$ cat src/rtl/reg_writeback_ctrl_pkg.sv
// ---------------------------------------------------------------------------
// reg_writeback_ctrl_pkg
//   Shared definitions for the register writeback controller.
//   - Default widths and depths for the controller and its interface.
//   - REG_ZERO / NUM_REGS describe the register file (r0 hardwired zero).
//   - wb_sel_e names the source that owns the write port in a given cycle.
//   - reg_onehot() turns a register number into a scoreboard mask. The mask
//     bit for r0 is never set, so r0 can never look busy.
// ---------------------------------------------------------------------------
package reg_writeback_ctrl_pkg;

   localparam int DATA_W_DEF        = 32;
   localparam int ADDR_W_DEF        = 5;
   localparam int LD_FIFO_DEPTH_DEF = 4;
   localparam int NUM_REGS          = 32;

   localparam logic [4:0] REG_ZERO = 5'd0;

   typedef enum logic [1:0] {
      SEL_NONE = 2'd0,
      SEL_ALU  = 2'd1,
      SEL_FIFO = 2'd2,
      SEL_BYP  = 2'd3
   } wb_sel_e;

   // One-hot scoreboard mask for register r; r0 maps to an all-zero mask
   function automatic logic [NUM_REGS-1:0] reg_onehot(input logic [4:0] r);
      logic [NUM_REGS-1:0] mask_s;
      mask_s = 32'd0;
      if (r != REG_ZERO) begin
         mask_s[r] = 1'b1;
      end else begin
         mask_s = 32'd0;
      end
      return mask_s;
   endfunction

endpackage

$ cat src/rtl/reg_writeback_ctrl_if.sv
// ---------------------------------------------------------------------------
// reg_writeback_ctrl_if
//   Bundles every signal of the writeback controller except clk/rst.
//   master : issue stage / ALU / load unit side (drives requests, sees
//            stall and the regfile write port)
//   slave  : the writeback controller itself
//   Signals:
//     iss_valid/iss_rs/iss_rt/iss_rd/iss_load  issue request, stall back
//     alu_valid/alu_rd/alu_data                single-cycle ALU result
//     ld_valid/ld_rd/ld_data                   load data return
//     L_S/Wt_addr/Wt_data                      regfile write port
//     busy_vec/pending_loads/ld_overflow       status
// ---------------------------------------------------------------------------
interface reg_writeback_ctrl_if
   import reg_writeback_ctrl_pkg::*;
#(
   parameter int DATA_W        = DATA_W_DEF,
   parameter int ADDR_W        = ADDR_W_DEF,
   parameter int LD_FIFO_DEPTH = LD_FIFO_DEPTH_DEF
) ();

   localparam int CNT_W = $clog2(LD_FIFO_DEPTH) + 1;

   logic                iss_valid;
   logic [ADDR_W-1:0]   iss_rs;
   logic [ADDR_W-1:0]   iss_rt;
   logic [ADDR_W-1:0]   iss_rd;
   logic                iss_load;
   logic                stall;

   logic                alu_valid;
   logic [ADDR_W-1:0]   alu_rd;
   logic [DATA_W-1:0]   alu_data;

   logic                ld_valid;
   logic [ADDR_W-1:0]   ld_rd;
   logic [DATA_W-1:0]   ld_data;

   logic                L_S;
   logic [ADDR_W-1:0]   Wt_addr;
   logic [DATA_W-1:0]   Wt_data;
   logic [NUM_REGS-1:0] busy_vec;
   logic [CNT_W-1:0]    pending_loads;
   logic                ld_overflow;

   modport master (
      output iss_valid, iss_rs, iss_rt, iss_rd, iss_load,
      output alu_valid, alu_rd, alu_data,
      output ld_valid, ld_rd, ld_data,
      input  stall, L_S, Wt_addr, Wt_data, busy_vec, pending_loads, ld_overflow
   );

   modport slave (
      input  iss_valid, iss_rs, iss_rt, iss_rd, iss_load,
      input  alu_valid, alu_rd, alu_data,
      input  ld_valid, ld_rd, ld_data,
      output stall, L_S, Wt_addr, Wt_data, busy_vec, pending_loads, ld_overflow
   );

endinterface

$ cat src/rtl/reg_writeback_ctrl_ld_fifo.sv
// ---------------------------------------------------------------------------
// reg_writeback_ctrl_ld_fifo
//   Synchronous FIFO holding load returns as {rd, data}. Pointers carry one
//   extra MSB so full and empty are told apart without a counter.
//   Ports:
//     clk, rst    clock, asynchronous active-low reset (empties the FIFO)
//     push        write push_data (ignored when full unless popping)
//     push_data   entry to enqueue
//     pop         remove head (ignored when empty)
//     full/empty  occupancy flags
//     head        current head entry (valid when !empty)
// ---------------------------------------------------------------------------
module reg_writeback_ctrl_ld_fifo #(
   parameter int WIDTH = 37,
   parameter int DEPTH = 4
) (
   input  logic             clk,
   input  logic             rst,
   input  logic             push,
   input  logic [WIDTH-1:0] push_data,
   input  logic             pop,
   output logic             full,
   output logic             empty,
   output logic [WIDTH-1:0] head
);

   localparam int AW = $clog2(DEPTH);

   logic [AW:0]      wr_ptr_r;
   logic [AW:0]      rd_ptr_r;
   logic [WIDTH-1:0] mem_r [DEPTH];
   logic             full_s;
   logic             empty_s;
   logic             push_ok_s;
   logic             pop_ok_s;

   assign empty_s = (wr_ptr_r == rd_ptr_r);
   assign full_s  = (wr_ptr_r[AW] != rd_ptr_r[AW]) &&
                    (wr_ptr_r[AW-1:0] == rd_ptr_r[AW-1:0]);

   // A full FIFO still accepts a push when the head leaves in the same cycle
   assign push_ok_s = push & (~full_s | pop);
   assign pop_ok_s  = pop & ~empty_s;

   assign full  = full_s;
   assign empty = empty_s;
   assign head  = mem_r[rd_ptr_r[AW-1:0]];

   // Entry storage; pure datapath, validity is tracked by the pointers
   always_ff @(posedge clk) begin
      if (push_ok_s) begin
         mem_r[wr_ptr_r[AW-1:0]] <= push_data;
      end
   end

   // Read/write pointers
   always_ff @(posedge clk or negedge rst) begin
      if (!rst) begin
         wr_ptr_r <= {(AW+1){1'b0}};
         rd_ptr_r <= {(AW+1){1'b0}};
      end else begin
         if (push_ok_s) begin
            wr_ptr_r <= wr_ptr_r + {{AW{1'b0}}, 1'b1};
         end
         if (pop_ok_s) begin
            rd_ptr_r <= rd_ptr_r + {{AW{1'b0}}, 1'b1};
         end
      end
   end

endmodule

$ cat src/rtl/reg_writeback_ctrl.sv
// ---------------------------------------------------------------------------
// reg_writeback_ctrl
//   Merges single-cycle ALU results and variable-latency load returns onto
//   the register file's single write port, and tracks outstanding loads in
//   a per-register busy scoreboard that stalls RAW/WAW hazards at issue.
//   Ports:
//     clk, rst   clock, asynchronous active-low reset
//     bus        reg_writeback_ctrl_if.slave: issue request / stall, ALU
//                result, load return, regfile write port (L_S, Wt_addr,
//                Wt_data, registered), busy_vec, pending_loads, ld_overflow
//   Write-port priority: ALU > queued load (FIFO head) > load bypass.
// ---------------------------------------------------------------------------
module reg_writeback_ctrl
   import reg_writeback_ctrl_pkg::*;
#(
   parameter int DATA_W        = DATA_W_DEF,
   parameter int ADDR_W        = ADDR_W_DEF,
   parameter int LD_FIFO_DEPTH = LD_FIFO_DEPTH_DEF
) (
   input  logic               clk,
   input  logic               rst,
   reg_writeback_ctrl_if.slave bus
);

   localparam int CNT_W  = $clog2(LD_FIFO_DEPTH) + 1;
   localparam int FIFO_W = ADDR_W + DATA_W;

   logic [NUM_REGS-1:0] busy_r;
   logic [CNT_W-1:0]    pending_r;
   logic                l_s_r;
   logic [ADDR_W-1:0]   wt_addr_r;
   logic [DATA_W-1:0]   wt_data_r;
   logic                wb_is_ld_r;
   logic                ld_overflow_r;

   logic                stall_s;
   logic                accept_s;
   logic                ld_issue_s;
   logic                ld_commit_s;
   logic [NUM_REGS-1:0] set_mask_s;
   logic [NUM_REGS-1:0] clr_mask_s;

   wb_sel_e             sel_s;
   logic                sel_valid_s;
   logic [ADDR_W-1:0]   sel_rd_s;
   logic [DATA_W-1:0]   sel_data_s;
   logic                sel_is_ld_s;
   logic                fifo_push_s;
   logic                fifo_pop_s;
   logic                fifo_full_s;
   logic                fifo_empty_s;
   logic [FIFO_W-1:0]   fifo_head_s;

   // ---------------- issue hazard check ----------------
   assign stall_s = bus.iss_valid &
                    (busy_r[bus.iss_rs] | busy_r[bus.iss_rt] | busy_r[bus.iss_rd] |
                     (bus.iss_load & (pending_r == CNT_W'(LD_FIFO_DEPTH))));
   assign accept_s   = bus.iss_valid & ~stall_s;
   assign ld_issue_s = accept_s & bus.iss_load;

   // A load commit is counted whenever a load owned the output register,
   // even a dropped r0 load that never raised L_S.
   assign ld_commit_s = wb_is_ld_r;

   assign set_mask_s = ld_issue_s ? reg_onehot(bus.iss_rd) : 32'd0;
   assign clr_mask_s = (l_s_r & wb_is_ld_r) ? reg_onehot(wt_addr_r) : 32'd0;

   // ---------------- load-return FIFO ----------------
   reg_writeback_ctrl_ld_fifo #(
      .WIDTH (FIFO_W),
      .DEPTH (LD_FIFO_DEPTH)
   ) u_wb_ld_fifo (
      .clk       (clk),
      .rst       (rst),
      .push      (fifo_push_s),
      .push_data ({bus.ld_rd, bus.ld_data}),
      .pop       (fifo_pop_s),
      .full      (fifo_full_s),
      .empty     (fifo_empty_s),
      .head      (fifo_head_s)
   );

   // Pick the write-port owner; a returning load not bypassed goes into the FIFO
   always_comb begin
      sel_s       = SEL_NONE;
      fifo_push_s = 1'b0;
      fifo_pop_s  = 1'b0;
      if (bus.alu_valid) begin
         sel_s       = SEL_ALU;
         fifo_push_s = bus.ld_valid;
      end else if (!fifo_empty_s) begin
         sel_s       = SEL_FIFO;
         fifo_pop_s  = 1'b1;
         fifo_push_s = bus.ld_valid;
      end else if (bus.ld_valid) begin
         sel_s       = SEL_BYP;
      end else begin
         sel_s       = SEL_NONE;
      end
   end

   // Write-port data mux driven by the selected owner
   always_comb begin
      sel_valid_s = 1'b0;
      sel_rd_s    = {ADDR_W{1'b0}};
      sel_data_s  = {DATA_W{1'b0}};
      sel_is_ld_s = 1'b0;
      case (sel_s)
         SEL_ALU: begin
            sel_valid_s = 1'b1;
            sel_rd_s    = bus.alu_rd;
            sel_data_s  = bus.alu_data;
         end
         SEL_FIFO: begin
            sel_valid_s = 1'b1;
            sel_rd_s    = fifo_head_s[FIFO_W-1:DATA_W];
            sel_data_s  = fifo_head_s[DATA_W-1:0];
            sel_is_ld_s = 1'b1;
         end
         SEL_BYP: begin
            sel_valid_s = 1'b1;
            sel_rd_s    = bus.ld_rd;
            sel_data_s  = bus.ld_data;
            sel_is_ld_s = 1'b1;
         end
         default: begin
            sel_valid_s = 1'b0;
            sel_is_ld_s = 1'b0;
         end
      endcase
   end

   // Regfile write-port registers; address/data hold when nothing is written
   always_ff @(posedge clk or negedge rst) begin
      if (!rst) begin
         l_s_r      <= 1'b0;
         wt_addr_r  <= {ADDR_W{1'b0}};
         wt_data_r  <= {DATA_W{1'b0}};
         wb_is_ld_r <= 1'b0;
      end else if (sel_valid_s) begin
         l_s_r      <= (sel_rd_s != ADDR_W'(REG_ZERO));
         wt_addr_r  <= sel_rd_s;
         wt_data_r  <= sel_data_s;
         wb_is_ld_r <= sel_is_ld_s;
      end else begin
         l_s_r      <= 1'b0;
         wb_is_ld_r <= 1'b0;
      end
   end

   // Busy scoreboard; a new load issue to r beats the commit clearing r
   always_ff @(posedge clk or negedge rst) begin
      if (!rst) begin
         busy_r <= 32'd0;
      end else begin
         busy_r <= (busy_r & ~clr_mask_s) | set_mask_s;
      end
   end

   // Outstanding-load counter
   always_ff @(posedge clk or negedge rst) begin
      if (!rst) begin
         pending_r <= {CNT_W{1'b0}};
      end else begin
         case ({ld_issue_s, ld_commit_s})
            2'b10:   pending_r <= pending_r + {{(CNT_W-1){1'b0}}, 1'b1};
            2'b01:   pending_r <= pending_r - {{(CNT_W-1){1'b0}}, 1'b1};
            default: pending_r <= pending_r;
         endcase
      end
   end

   // Sticky overflow: a load return that found the FIFO full with no pop
   always_ff @(posedge clk or negedge rst) begin
      if (!rst) begin
         ld_overflow_r <= 1'b0;
      end else if (fifo_push_s & fifo_full_s & ~fifo_pop_s) begin
         ld_overflow_r <= 1'b1;
      end else begin
         ld_overflow_r <= ld_overflow_r;
      end
   end

   assign bus.stall         = stall_s;
   assign bus.L_S           = l_s_r;
   assign bus.Wt_addr       = wt_addr_r;
   assign bus.Wt_data       = wt_data_r;
   assign bus.busy_vec      = busy_r;
   assign bus.pending_loads = pending_r;
   assign bus.ld_overflow   = ld_overflow_r;

endmodule

$ cat src/flat_wrapper.sv
// flat-port wrapper written by rule: the top's interface ports become plain ports
module reg_writeback_ctrl_flat import reg_writeback_ctrl_pkg::*;
#(
   parameter int DATA_W        = DATA_W_DEF,
   parameter int ADDR_W        = ADDR_W_DEF,
   parameter int LD_FIFO_DEPTH = LD_FIFO_DEPTH_DEF
)
  (clk, rst, bus_iss_valid, bus_iss_rs, bus_iss_rt, bus_iss_rd, bus_iss_load, bus_alu_valid, bus_alu_rd, bus_alu_data, bus_ld_valid, bus_ld_rd, bus_ld_data, bus_stall, bus_L_S, bus_Wt_addr, bus_Wt_data, bus_busy_vec, bus_pending_loads, bus_ld_overflow);
  reg_writeback_ctrl_if #(.DATA_W(DATA_W), .ADDR_W(ADDR_W), .LD_FIFO_DEPTH(LD_FIFO_DEPTH)) bus_i ();
  input  logic clk;
  input  logic rst;
  input wire logic [$bits(bus_i.iss_valid)-1:0] bus_iss_valid;
  input wire logic [$bits(bus_i.iss_rs)-1:0] bus_iss_rs;
  input wire logic [$bits(bus_i.iss_rt)-1:0] bus_iss_rt;
  input wire logic [$bits(bus_i.iss_rd)-1:0] bus_iss_rd;
  input wire logic [$bits(bus_i.iss_load)-1:0] bus_iss_load;
  input wire logic [$bits(bus_i.alu_valid)-1:0] bus_alu_valid;
  input wire logic [$bits(bus_i.alu_rd)-1:0] bus_alu_rd;
  input wire logic [$bits(bus_i.alu_data)-1:0] bus_alu_data;
  input wire logic [$bits(bus_i.ld_valid)-1:0] bus_ld_valid;
  input wire logic [$bits(bus_i.ld_rd)-1:0] bus_ld_rd;
  input wire logic [$bits(bus_i.ld_data)-1:0] bus_ld_data;
  output wire logic [$bits(bus_i.stall)-1:0] bus_stall;
  output wire logic [$bits(bus_i.L_S)-1:0] bus_L_S;
  output wire logic [$bits(bus_i.Wt_addr)-1:0] bus_Wt_addr;
  output wire logic [$bits(bus_i.Wt_data)-1:0] bus_Wt_data;
  output wire logic [$bits(bus_i.busy_vec)-1:0] bus_busy_vec;
  output wire logic [$bits(bus_i.pending_loads)-1:0] bus_pending_loads;
  output wire logic [$bits(bus_i.ld_overflow)-1:0] bus_ld_overflow;
  assign bus_i.iss_valid = bus_iss_valid;
  assign bus_i.iss_rs = bus_iss_rs;
  assign bus_i.iss_rt = bus_iss_rt;
  assign bus_i.iss_rd = bus_iss_rd;
  assign bus_i.iss_load = bus_iss_load;
  assign bus_i.alu_valid = bus_alu_valid;
  assign bus_i.alu_rd = bus_alu_rd;
  assign bus_i.alu_data = bus_alu_data;
  assign bus_i.ld_valid = bus_ld_valid;
  assign bus_i.ld_rd = bus_ld_rd;
  assign bus_i.ld_data = bus_ld_data;
  assign bus_stall = bus_i.stall;
  assign bus_L_S = bus_i.L_S;
  assign bus_Wt_addr = bus_i.Wt_addr;
  assign bus_Wt_data = bus_i.Wt_data;
  assign bus_busy_vec = bus_i.busy_vec;
  assign bus_pending_loads = bus_i.pending_loads;
  assign bus_ld_overflow = bus_i.ld_overflow;
  reg_writeback_ctrl #(.DATA_W(DATA_W), .ADDR_W(ADDR_W), .LD_FIFO_DEPTH(LD_FIFO_DEPTH)) u_core (.clk(clk), .rst(rst), .bus(bus_i));
endmodule
$ cat config.mk
export PLATFORM = sky130hd
export DESIGN_NAME = reg_writeback_ctrl_flat
export DESIGN_NICKNAME = d
export VERILOG_FILES = /design/src/rtl/reg_writeback_ctrl_pkg.sv /design/src/rtl/reg_writeback_ctrl_if.sv /design/src/rtl/reg_writeback_ctrl_ld_fifo.sv /design/src/rtl/reg_writeback_ctrl.sv /design/src/flat_wrapper.sv
export SDC_FILE = /design/constraint.sdc
export NUM_CORES = 1
export LEC_CHECK = 0
export CAP_MARGIN = 25
export CORE_MARGIN = 2
export CORE_UTILIZATION = 35
export CTS_CLUSTER_SIZE = 8
export DETAILED_ROUTE_END_ITERATION = 8
export PLACE_DENSITY = 0.58
export SLEW_MARGIN = 20
export SYNTH_ARGS = -nofsm -noshare
export SYNTH_HDL_FRONTEND = slang
export SYNTH_SLANG_ARGS = --single-unit
$ cat constraint.sdc
create_clock -name clk -period 4.8 [get_ports clk]
set_input_delay 1.2 -clock clk [delete_from_list [all_inputs] [get_ports clk]]
set_output_delay 1.2 -clock clk [all_outputs]
set_load 0.01 [all_outputs]
==> impl_metrics.toml <==
[clock_network]
htree_levels = 2
cts_buffer_depth = 3
clk_root_buffer_cell = "clkbuf_16"
cts_buffers = 34
clkTransAtPathRegs_ns = 0.05
cts_setup_buffers = 0
tritoncts = "yes"
clock-sinks = 229
clock_latency_ns = 0.51

[synth]
synth-seq-cells = 229
synthArstFlopShare_pct = 35.37
yosys_warnings = 0
syn_area_per_cell_um2 = 13.01
synthFlopType = "edfxtp_1"
syn-cell-area_mm2 = 0.01070
synth_cells = 822
seq_area_frac_synth_pct = 60.51
synth_nets = 924
yosysUniqueCellTypes = 57
synth_edf_count = 148

[drt]
drt_iter0_drc = 526
num_vias = 7635
route.detailed.drc = 0
avgRoutedWirePerCell_um = 20.00
wl_mm = 28.67
via_per_inst = 5.328
ant_nets = 0
dr.pass1.iters = 7

[setup_path]
crit_path_end_kind = "output pin"
cpMaxStageDelayCell = "or4_4"
crit_path_start_kind = "input port"
cp_num_buf_inv = 2
crit_family = "compound AO/OA/AOI/OAI gates"
crit_fanout = 6
crit_path_start = "bus_iss_rs[1]"
arrival_ns = 3.49
crit_chain = "clkdlybuf4s15_1 -> mux2_2 -> o311ai_0 -> o21ai_1 -> or4_4 -> o31a_1 -> dlygate4sd2_1"
max_stage_delay_ns = 0.53
r2r_start = "u_core.bus.busy_vec[11]$_DFF_PN0_"
path_class = "input port to output pin"
required_ns = 3.60

[global_routing]
antenna_found_initial = 3
grtUsageTotal_pct = 18.12
grt_pass1_wl_mm = 44.77
grt_overflow = 0
grt_pass1_vias = 7846
grt_max_degree = 67

[die]
row_count = 64
die_h_um = 178.8
initial_utilization_pct = 35.24
num_io_pins = 170
dieArea_mm2 = 0.03197
core_mm2 = 0.03035
chipWidth_um = 178.8

[timing]
fmaxAchievable_ghz = 0.2134
worstMarginPinSlew_ns = 0.8523
slew_headroom_pct = 43.18
finClkSkew_ns = 0.01299
setup_viol = 0
slew_violations = 0
finalHoldViolations = 0
min_period_over_period_pct = 97.62
period_minus_slack_ns = 4.686

[power_and_ir_drop]
power_density_mw_per_mm2 = 631.6
leakage_nw = 5.245
vdd_drop_max_mv = 0.3308

[cells_and_area]
final_cell_mix = "clkdlybuf4s50_1 (160), edfxtp_1 (148), dfrtp_1 (80)"
finalInstanceArea_mm2 = 0.01401
mostFrequentLayoutCell = "clkdlybuf4s50_1"
nets = 1114
layout-drive-gt1-share_pct = 15.35
areaGrowthSynthToFinish_pct = 30.98
finish.utilization_pct = 46.16

[placed_design]
routabilityCongestion = 0.8589
post_dp_cell_area_mm2 = 0.01299
dpl.hpwl_mm = 18.85
io_buffers = 169

[hold_path]
hold_class = "flip-flop to flip-flop"
holdCritStartpoint = "u_core.bus.ld_overflow$_DFFE_PN0P_"

[run_status]
run_status = "completed"

[job]
drv_cap = 0
-- where the power goes --
| part | switching (mW) | total [mW] | leakage [nW] | internal (mW) |
|---|---|---|---|---|
| Clock | 0.854 | 2.21 | 0.477 | 1.35 |
| Combinational | 1.76 | 3.41 | 2.49 | 1.65 |
| Sequential | 0.470 | 3.23 | 2.28 | 2.76 |
-- metrics by stage --
stage / setup slack, ns / TNS (ns) / total power, mW / hold slack [ns] / std cells
after floorplan: 0.4290 / 0 / 5.151 / 0.4604 / 822
after global placement: -0.3014 / -0.5359 / 6.682 / 0.4691 / 1372
after detailed placement: -0.3453 / -0.6956 / 6.709 / 0.4639 / 1372
after CTS: 0.006319 / 0 / 8.957 / 0.4794 / 1432
after global routing: -0.01243 / -0.01243 / 9.415 / 0.5126 / 1433
final: 0.1144 / 0 / 8.847 / 0.4724 / 1433
-- layer usage --
metal	up-vias	share of wire [%]	track usage (%)
met5	-	0.045	0
met4	2	2.0	5.183
met2	254	48	30.19
met1	3834	43	23.44
li1	3503	-	-
met3	42	7.2	4.538
-- worst register-to-register path, cell delays in order (launching register included) --
cell,delay (ns)
dfrtp_1,0.45
mux4_2,0.49
o211ai_1,0.22
nand4_1,0.14
or4_4,0.51
buf_4,0.27
or4_1,0.61
ha_1,0.23
inv_1,0.07
fa_1,0.40
o21ai_0,0.15
-- worst paths after layout --
kind | cells after the start | endpoint | slack [ns]
min in group asynchronous | 1 | u_core.bus.busy_vec[16]$_DFF_PN0_ | 0.73
setup reg to reg | 10 | u_core.bus.pending_loads[1]$_DFFE_PN0P_ | 1.19
setup / recovery | 7 | bus_stall | 0.11
hold / removal | 1 | u_core.bus.ld_overflow$_DFFE_PN0P_ | 0.47
max in group asynchronous | 2 | u_core.bus.Wt_data[6]$_DFFE_PN0P_ | 3.11
hold reg to reg | 1 | u_core.bus.ld_overflow$_DFFE_PN0P_ | 0.47
-- cell type report --
class / count / area [um^2]
well taps: 396 / 495.5
clock inverters: 3 / 62.56
repair buffers: 214 / 2043
fillers: 2754 / 16340
inverters: 77 / 289.0
diodes: 1 / 2.502
clock buffers: 57 / 947.2
flip-flops and latches: 229 / 6472
multi-input cells: 456 / 3696
-- what timing repair did --
item                                    4_1_cts  5_1_grt
cloned                                        0        0
hold buffers                                  0        0
resized for setup                             8        6
endpoints found under the hold margin         0        0
endpoints found under the setup margin        1        1
pin swaps                                     3        1
-- Yosys cell counts (3+ instances only) --
cell type,number,area (um^2)
nor2b_1,8,50.05
or4_1,7,52.55
ha_1,6,75.07
a31oi_1,33,206.5
mux2_2,8,90.09
xor2_1,7,61.31
and3_1,3,18.77
a21o_1,7,52.55
o41ai_2,7,113.9
edfxtp_1,148,4444
nor3_1,5,25.02
or3_1,5,31.28
mux4_2,46,1036
a21oi_1,41,205.2
nand4b_1,4,35.03
o21ai_0,38,190.2
inv_1,77,289.0
buf_1,5,18.77
o31ai_1,20,150.1
nor2_1,46,172.7
xnor2_1,4,35.03
o22ai_1,33,206.5
nand3_1,18,90.09
nand2b_1,4,25.02
nand2_1,36,135.1
buf_2,9,45.04
nand4_1,11,68.82
clkbuf_1,43,161.4
and2_1,5,31.28
a22oi_1,5,37.54
mux2i_1,19,190.2
dfrtp_1,81,2027
-- registers in the layout (all words and copies together), names as in the netlist --
signal and count:
u_core.bus.L_S 1, u_core.u_wb_ld_fifo.mem_r 148, u_core.u_wb_ld_fifo.rd_ptr_r 3, u_core.bus.pending_loads 3, u_core.u_wb_ld_fifo.wr_ptr_r 3, u_core.bus.busy_vec 32
u_core.bus.Wt_data 32, u_core.ld_commit_s 1, u_core.bus.ld_overflow 1, u_core.bus.Wt_addr 5
-- cells by family (layout without fill, tap and decap cells) --
family | Yosys count | after routing | share of synthesized area [%]
AOI/OAI and AO/OA | 202 | 202 | 12.46
xor gates and xnor gates | 11 | 11 | 0.9008
adders and majority gates | 7 | 7 | 0.8891
buffers and inverters | 137 | 351 | 5.089
DFF | 229 | 229 | 60.51
muxes | 76 | 76 | 12.66
other | 0 | 1 | 0
and+or+nand+nor | 160 | 160 | 7.499
Note: power is estimated with default switching activity, not from simulation.
